**config.mk**
```make
export PLATFORM = sky130hd
export DESIGN_NAME = interrupt_controller
export DESIGN_NICKNAME = d
export VERILOG_FILES = /design/src/rtl/interrupt_controller.sv
export SDC_FILE = /design/constraint.sdc
export NUM_CORES = 1
export LEC_CHECK = 0
export CAP_MARGIN = 40
export CORE_MARGIN = 2
export CORE_UTILIZATION = 40
export CTS_BUF_LIST = sky130_fd_sc_hd__clkbuf_16
export CTS_CLUSTER_DIAMETER = 80
export DETAILED_ROUTE_END_ITERATION = 8
export GPL_TIMING_DRIVEN = 0
export PLACE_DENSITY = 0.82
export SLEW_MARGIN = 40
export SYNTH_ARGS = -nofsm -noshare
export SYNTH_HDL_FRONTEND = slang
export SYNTH_SLANG_ARGS = --single-unit
```
**constraint.sdc**
```tcl
create_clock -name clk -period 1.56 [get_ports clk]
set_input_delay 0.156 -clock clk [delete_from_list [all_inputs] [get_ports clk]]
set_output_delay 0.156 -clock clk [all_outputs]
set_load 0.005 [all_outputs]
```
**src/rtl/interrupt_controller.sv**
```systemverilog
`default_nettype none
// ============================================================================
// Module      : interrupt_controller
// Description : Fixed-priority interrupt controller with edge-latched pending
//               bits, enable mask and a non-nesting ack/EOI handshake.
// Revision    : 1.0 - initial release
// ============================================================================
module interrupt_controller #(
    parameter int          N_IRQ         = 8,
    parameter int          ID_W          = 3,
    parameter logic [15:0] VECTOR_BASE   = 16'h0010,
    parameter logic [15:0] VECTOR_STRIDE = 16'h0004
) (
    input  logic             clk,
    input  logic             reset,
    input  logic [N_IRQ-1:0] irq_in,
    input  logic             en_we,
    input  logic [N_IRQ-1:0] en_wdata,
    input  logic             int_ack,
    input  logic             int_eoi,
    output logic             int_req,
    output logic [ID_W-1:0]  int_id,
    output logic [15:0]      int_vector,
    output logic             in_service,
    output logic [N_IRQ-1:0] pending,
    output logic [N_IRQ-1:0] int_en
);

    localparam logic [1:0] S_IDLE = 2'd0;
    localparam logic [1:0] S_REQ  = 2'd1;
    localparam logic [1:0] S_SVC  = 2'd2;

    logic [1:0]       r_state;
    logic [1:0]       w_state_nxt;
    logic [N_IRQ-1:0] r_irq_q;
    logic [N_IRQ-1:0] r_pending;
    logic [N_IRQ-1:0] r_en;
    logic             r_int_req;
    logic             r_in_service;
    logic [ID_W-1:0]  r_int_id;
    logic [15:0]      r_int_vector;

    logic [N_IRQ-1:0] w_edge;
    logic [N_IRQ-1:0] w_clr;
    logic [N_IRQ-1:0] w_cand;
    logic [ID_W-1:0]  w_winner;
    logic             w_ack_ok;
    logic             w_req_nxt;
    logic             w_svc_nxt;
    logic [ID_W-1:0]  w_id_nxt;
    logic [15:0]      w_vector_nxt;

    assign w_edge   = irq_in & ~r_irq_q;
    assign w_cand   = r_pending & r_en;
    assign w_ack_ok = (r_state == S_REQ) && int_ack;

    // Clear the acknowledged source only; a same-cycle edge re-sets it below.
    always_comb begin
        w_clr = '0;
        if (w_ack_ok) begin
            w_clr[r_int_id] = 1'b1;
        end
    end

    // Descending scan so the lowest set index is the last (winning) write.
    always_comb begin
        w_winner = '0;
        for (int i = N_IRQ - 1; i >= 0; i--) begin
            if (w_cand[i]) begin
                w_winner = ID_W'(i);
            end
        end
    end

    always_ff @(posedge clk) begin
        if (reset) begin
            r_state <= S_IDLE;
        end else begin
            r_state <= w_state_nxt;
        end
    end

    always_comb begin
        w_state_nxt = r_state;
        w_req_nxt   = r_int_req;
        w_svc_nxt   = r_in_service;
        w_id_nxt    = r_int_id;
        case (r_state)
            S_IDLE: begin
                w_req_nxt = 1'b0;
                w_svc_nxt = 1'b0;
                if (|w_cand) begin
                    w_state_nxt = S_REQ;
                    w_req_nxt   = 1'b1;
                    w_id_nxt    = w_winner;
                end
            end
            S_REQ: begin
                if (int_ack) begin
                    w_state_nxt = S_SVC;
                    w_req_nxt   = 1'b0;
                    w_svc_nxt   = 1'b1;
                end
            end
            S_SVC: begin
                if (int_eoi) begin
                    w_state_nxt = S_IDLE;
                    w_svc_nxt   = 1'b0;
                end
            end
            default: begin
                w_state_nxt = S_IDLE;
                w_req_nxt   = 1'b0;
                w_svc_nxt   = 1'b0;
            end
        endcase
    end

    assign w_vector_nxt = VECTOR_BASE + (16'(w_id_nxt) * VECTOR_STRIDE);

    always_ff @(posedge clk) begin
        if (reset) begin
            r_irq_q      <= '0;
            r_pending    <= '0;
            r_en         <= '0;
            r_int_req    <= 1'b0;
            r_in_service <= 1'b0;
            r_int_id     <= '0;
            r_int_vector <= VECTOR_BASE;
        end else begin
            r_irq_q      <= irq_in;
            r_pending    <= (r_pending & ~w_clr) | w_edge;
            if (en_we) begin
                r_en <= en_wdata;
            end
            r_int_req    <= w_req_nxt;
            r_in_service <= w_svc_nxt;
            r_int_id     <= w_id_nxt;
            r_int_vector <= w_vector_nxt;
        end
    end

    assign int_req    = r_int_req;
    assign in_service = r_in_service;
    assign int_id     = r_int_id;
    assign int_vector = r_int_vector;
    assign pending    = r_pending;
    assign int_en     = r_en;

endmodule
`default_nettype wire

```
==> insert_results.sql, run 1 <==
INSERT INTO impl_metrics (metric_group, metric, value, unit) VALUES
('yosys', 'syn_warnings', '0', ''),
('yosys', 'yosys.area_share.adder', '0', '%'),
('timing', 'min_period', '1.47', 'ns'),
('final_layout', 'finalCoreUtilization', '61.6', '%'),
('setup_path', 'endpoint_kind', 'primary output', ''),
('setup_path', 'start_kind', 'flop', ''),
('hold_path', 'hold-path-endpoint', 'int_en[3]', ''),
('hold_path', 'min_path_type', 'primary input to flop', ''),
('yosys', 'synth_seq_cells', '32', ''),
('clocking', 'numClockSinks', '32', ''),
('yosys', 'netlist_area', '1350', 'um^2'),
('job', 'cap_violations', '0', ''),
('clocking', 'clk_transition_reported_paths', '0.05', 'ns'),
('grt', 'congestion_overflow_gr', '0', ''),
('setup_path', 'critical_path.reg2reg.endpoint', 'pending[0]', ''),
('final_layout', 'antenna_cells', '0', ''),
('grt', 'grt_pass1_wl', '4590', 'um'),
('timing', 'timing.setup.tns', '0', 'ns'),
('setup_path', 'worst-r2r-cell-count', '4', ''),
('yosys', 'number_of_standard_cells_after_synthesis', '148', ''),
('timing', 'fin_crit_sh', '94.0', '%'),
('clocking', 'cts_tree', 'yes', ''),
('timing', 'rsz_0062_raised_after_global_routing', 'no', ''),
('floorplanning', 'die_height', '62.1', 'um'),
('power', 'power.static_leakage', '0.828', 'nW'),
('floorplanning', 'dieArea', '3860', 'um^2'),
('status', 'outcome', 'complete, no violations', ''),
('power', 'post-layout-total-power', '2.16', 'mW'),
('setup_path', 'critical_path_class', 'flop to primary output', ''),
('setup_path', 'worstPathRequired', '1.40', 'ns'),
('yosys', 'synthXorXnorAreaFrac', '0', '%'),
('setup_path', 'critical_path.max_fanout', '8', ''),
('floorplanning', 'initial_core_util', '41.1', '%'),
('timing', 'finalHoldViolCount', '0', ''),
('setup_path', 'timing.critical_path.arrival', '1.31', 'ns'),
('placed_design', 'place_congestion', '0.779', ''),
('timing', 'max_freq', '0.682', 'GHz'),
('setup_path', 'ff2ff_setup_slack', '0.26', 'ns'),
('hold_path', 'worstHoldPathCells', '3', ''),
('timing', 'setup_viol_count_final', '0', ''),
('routing', 'drt_drc_violations_left', '0', ''),
('clocking', 'htree_num_levels', '2', ''),
('routing', 'drtAntennaViolNets', '0', ''),
('clocking', 'ctsLongestPathBuffers', '2', ''),
('routing', 'drt-initial-drc-count', '15', ''),
('yosys', 'synth-seq-area-share', '47.5', '%'),
('timing', 'fin_skew', '0.00461', 'ns'),
('placed_design', 'placed_wire_length_estimate_after_detailed_placement', '2200', 'um'),
('routing', 'wire_per_inst', '11.8', 'um'),
('placed_design', 'placement.io_buffers', '44', ''),
('timing', 'slew_violations', '0', ''),
('floorplanning', 'die_width', '62.1', 'um'),
('power', 'power_per_cell_area', '1070', 'nW/um^2'),
('timing', 'setup_slack', '0.0939', 'ns'),
('routing', 'via_per_inst', '4.65', ''),
('grt', 'globalRouteTotalUtil', '17.3', '%'),
('yosys', 'synth-compound-area-share', '17.0', '%'),
('hold_path', 'min_from', 'en_we', ''),
('power', 'max-vdd-ir-drop', '483', 'uV'),
('clocking', 'cts_root_buf', 'sky130_fd_sc_hd__clkbuf_16', ''),
('final_layout', 'layout_commonest_cell', 'sky130_fd_sc_hd__clkdlybuf4s50_1', ''),
('clocking', 'clock_insertion_delay_worst_skew', '0.28', 'ns'),
('setup_path', 'worst_r2r_startpoint', 'r_state[0]', ''),
('routing', 'first_pass_iters', '4', ''),
('grt', 'vias_in_the_first_global_route', '1001', ''),
('grt', 'grt_max_degree', '11', ''),
('floorplanning', 'floorplan.rows', '21', ''),
('floorplanning', 'io_pins', '58', ''),
('final_layout', 'fin_nets', '231', ''),
('yosys', 'synth_top_family_by_area', 'simple AND/OR/NAND/NOR gates', ''),
('yosys', 'postSynthAreaPerCell', '9.12', 'um^2'),
('placed_design', 'dpl_worst_slack', '0.0706', 'ns'),
('floorplanning', 'floorplan.core_area', '3280', 'um^2'),
('clocking', 'cts-buffers-inserted', '5', ''),
('grt', 'number_of_antenna_violations_at_the_first_check_in_global_routing', '0', ''),
('yosys', 'mux_contribution_to_synthesized_area', '5.93', '%'),
('final_layout', 'areaGrowthSynthToFinish', '50.0', '%'),
('final_layout', 'layout_common_cells', 'sky130_fd_sc_hd__clkdlybuf4s50_1 (44), sky130_fd_sc_hd__dfxtp_1 (30), sky130_fd_sc_hd__a21oi_1 (15), sky130_fd_sc_hd__buf_4 (15), sky130_fd_sc_hd__conb_1 (12)', ''),
('routing', 'drt_wl_total', '3010', 'um'),
('yosys', 'synth_simple_gate_area_share', '19.3', '%'),
('routing', 'via_count', '1190', ''),
('final_layout', 'share_of_layout_cells_above_drive_strength_1', '12.9', '%'),
('yosys', 'ys_types', '30', '');
## logic make-up (layout without fill, tap and decap cells)
| kind of cell | count (synthesis) | after routing |
|---|---|---|
| AOI/OAI and AO/OA | 37 | 37 |
| buffers and inverters | 21 | 72 |
| DFF | 32 | 32 |
| muxes | 8 | 8 |
| other | 1 | 12 |
| and+or+nand+nor | 49 | 49 |
## power by group
group / internal (mW) / switching (mW)
registers: 0.878 / 0.0568
logic: 0.212 / 0.125
clock network: 0.569 / 0.322
total: 1.66 / 0.503
## how the worst max path moves through the flow
stage,end,depth (start not counted),startpoint
after floorplan,pending[0],4,r_state[1]
after global placement,flop,4,reset
after detailed placement,flop,4,reset
after CTS,int_vector[3],2,int_id[1]
after global routing,int_vector[3],2,int_id[1]
final,int_vector[3],2,int_id[1]
## stage by stage
step / cells / area (um^2) / hold slack [ns]
CTS: 256 / 2020 / 0.310
finish: 256 / 2020 / 0.307
detailed placement: 249 / 1890 / 0.466
global placement: 249 / 1890 / 0.453
floorplan: 159 / 1390 / 0.284
global route: 256 / 2020 / 0.330
## state kept, by name, indices dropped and copies added (netlist names), named ones only
signal      flops
in_service      1
int_en          8
int_id          2
int_req         1
int_vector      1
pending         8
r_irq_q         8
r_state         2
## critical path, cell delays in order, from the launching register on
cell                              delay [ns]
sky130_fd_sc_hd__dfxtp_2                0.42
sky130_fd_sc_hd__buf_4                  0.14
sky130_fd_sc_hd__clkdlybuf4s50_1        0.48
## cells in the mapped netlist, drive strengths merged
cell	instances	area share, %
nand4	2	0.93
or3b	2	1.3
nand3b	1	0.56
nor3	1	0.37
mux2i	8	5.9
a32o	1	0.74
nor2b	9	4.2
clkbuf	3	0.83
nand3	1	0.37
o211ai	1	0.56
conb	1	0.28
a21oi	16	6.2
o31ai	2	1.5
nand2b	11	5.1
nand2	10	2.8
o21ai	10	4.0
dfxtp	32	47
a22oi	4	2.2
or2	2	0.93
o21a	1	0.56
a211oi	1	0.56
a32oi	1	0.65
buf	16	8.7
nor2	10	2.8
inv	2	0.56
## layout make-up
type                       instances  area [um^2]
tap                               46         57.6
buffer                            19          129
multi-input combinational        106          614
clock buffer                       5          125
sequential                        32          643
timing repair buffer              44          440
fill                             310         1260
clock inverter                     2         7.51
inverter                           2         7.51
## layer usage
| layer | GRT usage (%) | share of wire (%) |
|---|---|---|
| met1 | 19.7 | 43 |
| met4 | 7.29 | 1.7 |
| met2 | 27.7 | 46 |
| met5 | 0 | 0 |
| met3 | 8.28 | 8.5 |
## what timing repair did
action                                  in CTS  in global routing
hold buffers                                 0                  0
gates resized for setup                      2                  0
endpoints found under the setup margin       2                  0
setup buffers                                0                  0
endpoints found under the hold margin        0                  0
(Power assumes the default switching activity.)
==> run 2: changes to the inputs <==
CELL_PAD_IN_SITES_DETAIL_PLACEMENT = 1   (was default)
CELL_PAD_IN_SITES_GLOBAL_PLACEMENT = 1   (was default)
CORE_UTILIZATION = 30   (was 40)
PLACE_DENSITY = 0.85   (was 0.82)
==> insert_results.sql, run 2 (synthesis results as in run 1) <==
INSERT INTO impl_metrics (metric_group, metric, value, unit) VALUES
('status', 'outcome', 'complete, no violations', ''),
('routing', 'drt_wl_total', '3720', 'um'),
('floorplanning', 'floorplan.rows', '24', ''),
('grt', 'grt_max_degree', '11', ''),
('grt', 'globalRouteTotalUtil', '15.4', '%'),
('floorplanning', 'dieArea', '5050', 'um^2'),
('timing', 'timing.setup.tns', '0', 'ns'),
('clocking', 'cts_tree', 'yes', ''),
('routing', 'drt_drc_violations_left', '0', ''),
('routing', 'via_count', '1247', ''),
('setup_path', 'worst-r2r-cell-count', '4', ''),
('timing', 'timing_worst_slew_pin_value', '0.511', 'ns'),
('routing', 'topRoutingLayerUsed', 'met4', ''),
('placed_design', 'dpl_worst_slack', '0.0349', 'ns'),
('floorplanning', 'floorplan.core_area', '4350', 'um^2'),
('power', 'power_per_cell_area', '1060', 'nW/um^2'),
('clocking', 'cts-buffers-inserted', '5', ''),
('routing', 'first_pass_iters', '4', ''),
('setup_path', 'start_kind', 'flop', ''),
('timing', 'min_period', '1.47', 'ns'),
('final_layout', 'layout_common_cells', 'sky130_fd_sc_hd__clkdlybuf4s50_1 (44), sky130_fd_sc_hd__dfxtp_1 (30), sky130_fd_sc_hd__a21oi_1 (15), sky130_fd_sc_hd__buf_4 (15), sky130_fd_sc_hd__conb_1 (12)', ''),
('timing', 'finalHoldViolCount', '0', ''),
('setup_path', 'worst_setup_path_startpoint', 'int_id[1]', ''),
('clocking', 'htree_num_levels', '2', ''),
('setup_path', 'timing.critical_path.arrival', '1.32', 'ns'),
('timing', 'max_freq', '0.678', 'GHz'),
('setup_path', 'cp-endpoint', 'int_vector[3]', ''),
('placed_design', 'placed_cells', '255', ''),
('timing', 'fin_crit_sh', '94.5', '%'),
('timing', 'slew-limit-headroom', '66.0', '%'),
('timing', 'setup_slack', '0.0858', 'ns'),
('clocking', 'numClockSinks', '32', ''),
('setup_path', 'worstPathRequired', '1.40', 'ns'),
('setup_path', 'critical_path.reg2reg.endpoint', 'r_state[0]', ''),
('setup_path', 'critical_path_class', 'flop to primary output', ''),
('placed_design', 'placed_wire_length_estimate_after_detailed_placement', '2670', 'um'),
('final_layout', 'fillcell_total', '520', ''),
('routing', 'drtAntennaViolNets', '0', ''),
('final_layout', 'antenna_cells', '0', ''),
('setup_path', 'worst_r2r_startpoint', 'int_en[2]', ''),
('routing', 'drt-initial-drc-count', '15', ''),
('setup_path', 'endpoint_kind', 'primary output', ''),
('setup_path', 'ff2ff_setup_slack', '0.21', 'ns'),
('grt', 'grt_pass1_wl', '5870', 'um'),
('final_layout', 'finalCoreUtilization', '46.5', '%'),
('hold_path', 'min_path_type', 'primary input to flop', ''),
('grt', 'number_of_antenna_violations_at_the_first_check_in_global_routing', '0', ''),
('routing', 'wl_met3', '301', 'um'),
('power', 'power.static_leakage', '0.825', 'nW'),
('floorplanning', 'die_height', '71.1', 'um'),
('placed_design', 'place_congestion', '0.751', ''),
('floorplanning', 'io_pins', '58', ''),
('routing', 'wire_per_inst', '14.3', 'um'),
('grt', 'vias_in_the_first_global_route', '1235', ''),
('placed_design', 'placement.io_buffers', '44', ''),
('floorplanning', 'initial_core_util', '31.0', '%'),
('floorplanning', 'die_width', '71.1', 'um'),
('timing', 'slew_violations', '0', ''),
('hold_path', 'min_from', 'en_we', ''),
('timing', 'setup_viol_count_final', '0', ''),
('routing', 'met2RoutedLength', '1820', 'um'),
('grt', 'congestion_overflow_gr', '0', ''),
('final_layout', 'layout.cells.non_filler', '260', ''),
('final_layout', 'share_of_layout_cells_above_drive_strength_1', '13.0', '%'),
('clocking', 'postCtsSetupBuffers', '0', ''),
('power', 'max-vdd-ir-drop', '432', 'uV'),
('timing', 'fin_skew', '0.00359', 'ns'),
('final_layout', 'areaGrowthSynthToFinish', '50.0', '%'),
('clocking', 'ctsLongestPathBuffers', '2', ''),
('setup_path', 'critical_path.max_fanout', '8', ''),
('clocking', 'clk_transition_reported_paths', '0.05', 'ns'),
('clocking', 'clock_insertion_delay_worst_skew', '0.27', 'ns'),
('routing', 'wl_met1', '1520', 'um'),
('final_layout', 'fin_nets', '231', ''),
('timing', 'rsz_0062_raised_after_global_routing', 'no', ''),
('clocking', 'cts_root_buf', 'sky130_fd_sc_hd__clkbuf_16', ''),
('routing', 'via_per_inst', '4.80', ''),
('job', 'cap_violations', '0', ''),
('final_layout', 'layout_commonest_cell', 'sky130_fd_sc_hd__clkdlybuf4s50_1', '');
[run 2: cell types whose count changed in the layout (fill, tap and decap cells not counted)]
cell and change:
sky130_fd_sc_hd__clkinv_1 -2
[run 2: repair_timing]
item	CTS	global route
hold buffers	0	0
gates resized for setup	2	0
setup endpoints to repair	2	0
[run 2: how the worst min path moves through the flow]
stage                             to  slack [ns]  depth (start not counted)
after floorplan           r_irq_q[0]        0.28                          1
after global placement    in_service        0.45                          2
after detailed placement  in_service        0.45                          2
after CTS                  int_en[7]        0.31                          3
after global routing       int_en[7]        0.33                          3
final                      int_en[7]        0.31                          3
[run 2: layer usage]
layer,up-vias,global-route usage [%]
met5,-,0
met4,0,8.39
met3,10,6.27
met2,58,26.1
met1,579,16.3
li1,600,-
[run 2: critical path, cell delays in order (launching register included)]
cell and delay (ns):
sky130_fd_sc_hd__dfxtp_2 0.42, sky130_fd_sc_hd__buf_4 0.14, sky130_fd_sc_hd__clkdlybuf4s50_1 0.48
[run 2: where the power goes]
| part | leakage (nW) | switching (mW) | internal [mW] |
|---|---|---|---|
| registers | 0.266 | 0.0617 | 0.879 |
| clock network | 0.0616 | 0.305 | 0.560 |
| logic | 0.497 | 0.135 | 0.212 |
| total | 0.825 | 0.502 | 1.65 |
[run 2: stage by stage]
step | total power, mW | hold slack [ns] | instance area [um^2]
3_3_place_gp | 1.28 | 0.452 | 1900
6_report | 2.15 | 0.306 | 2020
4_1_cts | 2.18 | 0.310 | 2020
2_1_floorplan | 1.11 | 0.284 | 1390
5_1_grt | 2.24 | 0.329 | 2020
3_5_place_dp | 1.30 | 0.453 | 1900
[run 2: area by class of cell]
cell class	instances	area, um^2	area share (%)
plain buffers	19	129	6.37
well taps	52	65.1	3.21
inverters	2	7.51	0.371
flip-flops and latches	32	643	31.8
repair buffers	44	440	21.8
clock buffers	5	125	6.18
multi-input cells	106	614	30.3
==> run 3: changes to the inputs <==
ABC_CLOCK_PERIOD_IN_PS = 1560   (was default)
GPL_TIMING_DRIVEN = default   (was 0)
==> insert_results.sql, run 3 (synthesis results as in run 1) <==
INSERT INTO impl_metrics (metric_group, metric, value, unit) VALUES
('setup_path', 'worstPathRequired', '1.40', 'ns'),
('setup_path', 'crit_path_cell_trace', 'clkdlybuf4s50_1', ''),
('grt', 'grt_pass1_wl', '5340', 'um'),
('timing', 'min_period', '1.38', 'ns'),
('placed_design', 'dpl_worst_slack', '0.0855', 'ns'),
('status', 'outcome', 'complete, no violations', ''),
('floorplanning', 'die_height', '71.1', 'um'),
('power', 'max-vdd-ir-drop', '450', 'uV'),
('grt', 'congestion_overflow_gr', '0', ''),
('final_layout', 'share_of_layout_cells_above_drive_strength_1', '6.63', '%'),
('routing', 'via_per_inst', '4.65', ''),
('setup_path', 'ff2ff_setup_slack', '0.28', 'ns'),
('final_layout', 'antenna_cells', '0', ''),
('routing', 'drt-initial-drc-count', '34', ''),
('grt', 'number_of_antenna_violations_at_the_first_check_in_global_routing', '0', ''),
('setup_path', 'critical_path.max_fanout', '8', ''),
('final_layout', 'layout_commonest_cell', 'sky130_fd_sc_hd__clkdlybuf4s50_1', ''),
('placed_design', 'placement.io_buffers', '45', ''),
('floorplanning', 'dieArea', '5050', 'um^2'),
('placed_design', 'place_congestion', '0.721', ''),
('hold_path', 'hold-path-endpoint', 'pending[5]', ''),
('routing', 'drt_drc_violations_left', '0', ''),
('clocking', 'htree_num_levels', '2', ''),
('timing', 'finalHoldViolCount', '0', ''),
('setup_path', 'worst-r2r-cell-count', '4', ''),
('placed_design', 'placed_wire_length_estimate_after_detailed_placement', '2460', 'um'),
('hold_path', 'worstHoldPathCells', '3', ''),
('setup_path', 'cpLargestDelayFamily', 'buffers and inverters', ''),
('setup_path', 'worst-path-stages', '1', ''),
('clocking', 'clk_transition_reported_paths', '0.05', 'ns'),
('floorplanning', 'floorplan.rows', '24', ''),
('hold_path', 'min_path_type', 'primary input to flop', ''),
('floorplanning', 'die_width', '71.1', 'um'),
('routing', 'via_count', '1153', ''),
('final_layout', 'layout_common_cells', 'sky130_fd_sc_hd__clkdlybuf4s50_1 (45), sky130_fd_sc_hd__dfxtp_1 (31), sky130_fd_sc_hd__a21oi_1 (15)', ''),
('timing', 'max_freq', '0.724', 'GHz'),
('hold_path', 'min_from', 'irq_in[5]', ''),
('grt', 'vias_in_the_first_global_route', '1095', ''),
('clocking', 'ctsLongestPathBuffers', '2', ''),
('timing', 'setup_viol_count_final', '0', ''),
('timing', 'fin_crit_sh', '88.5', '%'),
('setup_path', 'timing.critical_path.arrival', '1.22', 'ns'),
('floorplanning', 'io_pins', '58', ''),
('floorplanning', 'initial_core_util', '31.0', '%'),
('grt', 'globalRouteTotalUtil', '13.9', '%'),
('timing', 'rsz_0062_raised_after_global_routing', 'no', ''),
('setup_path', 'endpoint_kind', 'primary output', ''),
('routing', 'wire_per_inst', '13.1', 'um'),
('job', 'cap_violations', '0', ''),
('setup_path', 'critical_path_class', 'flop to primary output', ''),
('timing', 'fin_skew', '0.00372', 'ns'),
('clocking', 'numClockSinks', '32', ''),
('setup_path', 'worst_r2r_startpoint', 'int_en[2]', ''),
('power', 'power_per_cell_area', '1110', 'nW/um^2'),
('timing', 'setup_slack', '0.179', 'ns'),
('routing', 'drtAntennaViolNets', '0', ''),
('setup_path', 'crit_path_top_delay_cell', 'sky130_fd_sc_hd__clkdlybuf4s50_1', ''),
('floorplanning', 'floorplan.core_area', '4350', 'um^2'),
('setup_path', 'critical_path.reg2reg.endpoint', 'int_id[0]', ''),
('setup_path', 'critical_path.max_stage_delay', '0.54', 'ns'),
('final_layout', 'areaGrowthSynthToFinish', '43.6', '%'),
('grt', 'grt_max_degree', '21', ''),
('routing', 'drt_wl_total', '3240', 'um'),
('clocking', 'cts_tree', 'yes', ''),
('final_layout', 'layout.cells.non_filler', '248', ''),
('placed_design', 'placed_cells', '240', ''),
('clocking', 'cts-buffers-inserted', '5', ''),
('routing', 'first_pass_iters', '4', ''),
('timing', 'slew_violations', '0', ''),
('setup_path', 'critPathBufInv', '1', ''),
('clocking', 'clock_insertion_delay_worst_skew', '0.27', 'ns'),
('timing', 'timing.setup.tns', '0', 'ns'),
('setup_path', 'start_kind', 'flop', ''),
('final_layout', 'fin_nets', '216', ''),
('power', 'power.static_leakage', '0.766', 'nW'),
('clocking', 'postCtsSetupBuffers', '0', ''),
('clocking', 'cts_root_buf', 'sky130_fd_sc_hd__clkbuf_16', ''),
('power', 'post-layout-total-power', '2.15', 'mW');
-- run 3: changes by cell type in the layout (fill, tap and decap cells not counted), sizes merged --
cell           before  now
buf                16    3
clkdlybuf4s50      44   45
clkinv              0    1
clkbuf              8    5
inv                 2    4
-- run 3: how the worst max path moves through the flow --
stage                from          to  slack, ns
2_1_floorplan  r_state[1]  pending[0]       0.43
3_3_place_gp      int_ack  pending[0]       0.12
3_5_place_dp      int_ack  pending[3]       0.09
4_1_cts         int_id[1]   int_id[1]       0.04
5_1_grt        r_state[0]  pending[0]       0.11
6_report        int_id[1]   int_id[1]       0.18
-- run 3: layer usage --
layer	GRT usage, %	share of wire, %	wire [um]	vias up
li1	-	-	-	576
met1	18.4	47	1510	532
met2	20.0	45	1460	38
met3	5.27	6.6	215	7
met4	6.29	1.8	59	0
met5	0	0	0	-
-- run 3: timing repair --
item | CTS | global route
hold buffers | 0 | 0
hold endpoints to repair | 0 | 0
resized for setup | 0 | 1
endpoints found under the setup margin | 0 | 1
-- run 3: layout make-up --
cell class	instances	area (um^2)
Tap cell	52	65.1
Clock inverter	3	11.3
Sequential cell	32	642
Fill cell	515	2420
Timing Repair Buffer	48	473
Clock buffer	5	125
Inverter	2	7.51
Multi-Input combinational cell	106	614
-- run 3: power breakdown --
part           leakage, nW  switching (mW)  internal (mW)
Combinational        0.427           0.126          0.191
Clock               0.0738           0.324          0.572
Sequential           0.265          0.0553          0.878
Total                0.766           0.505           1.64
-- run 3: metrics by stage --
stage                     hold slack [ns]  utilization [%]  instance area (um^2)
after CTS                           0.470             44.5                  1940
after floorplan                     0.284                -                  1390
after global placement              0.461             41.4                  1800
after detailed placement            0.461             41.4                  1800
final                               0.468             44.5                  1940
after global routing                0.495             44.5                  1940
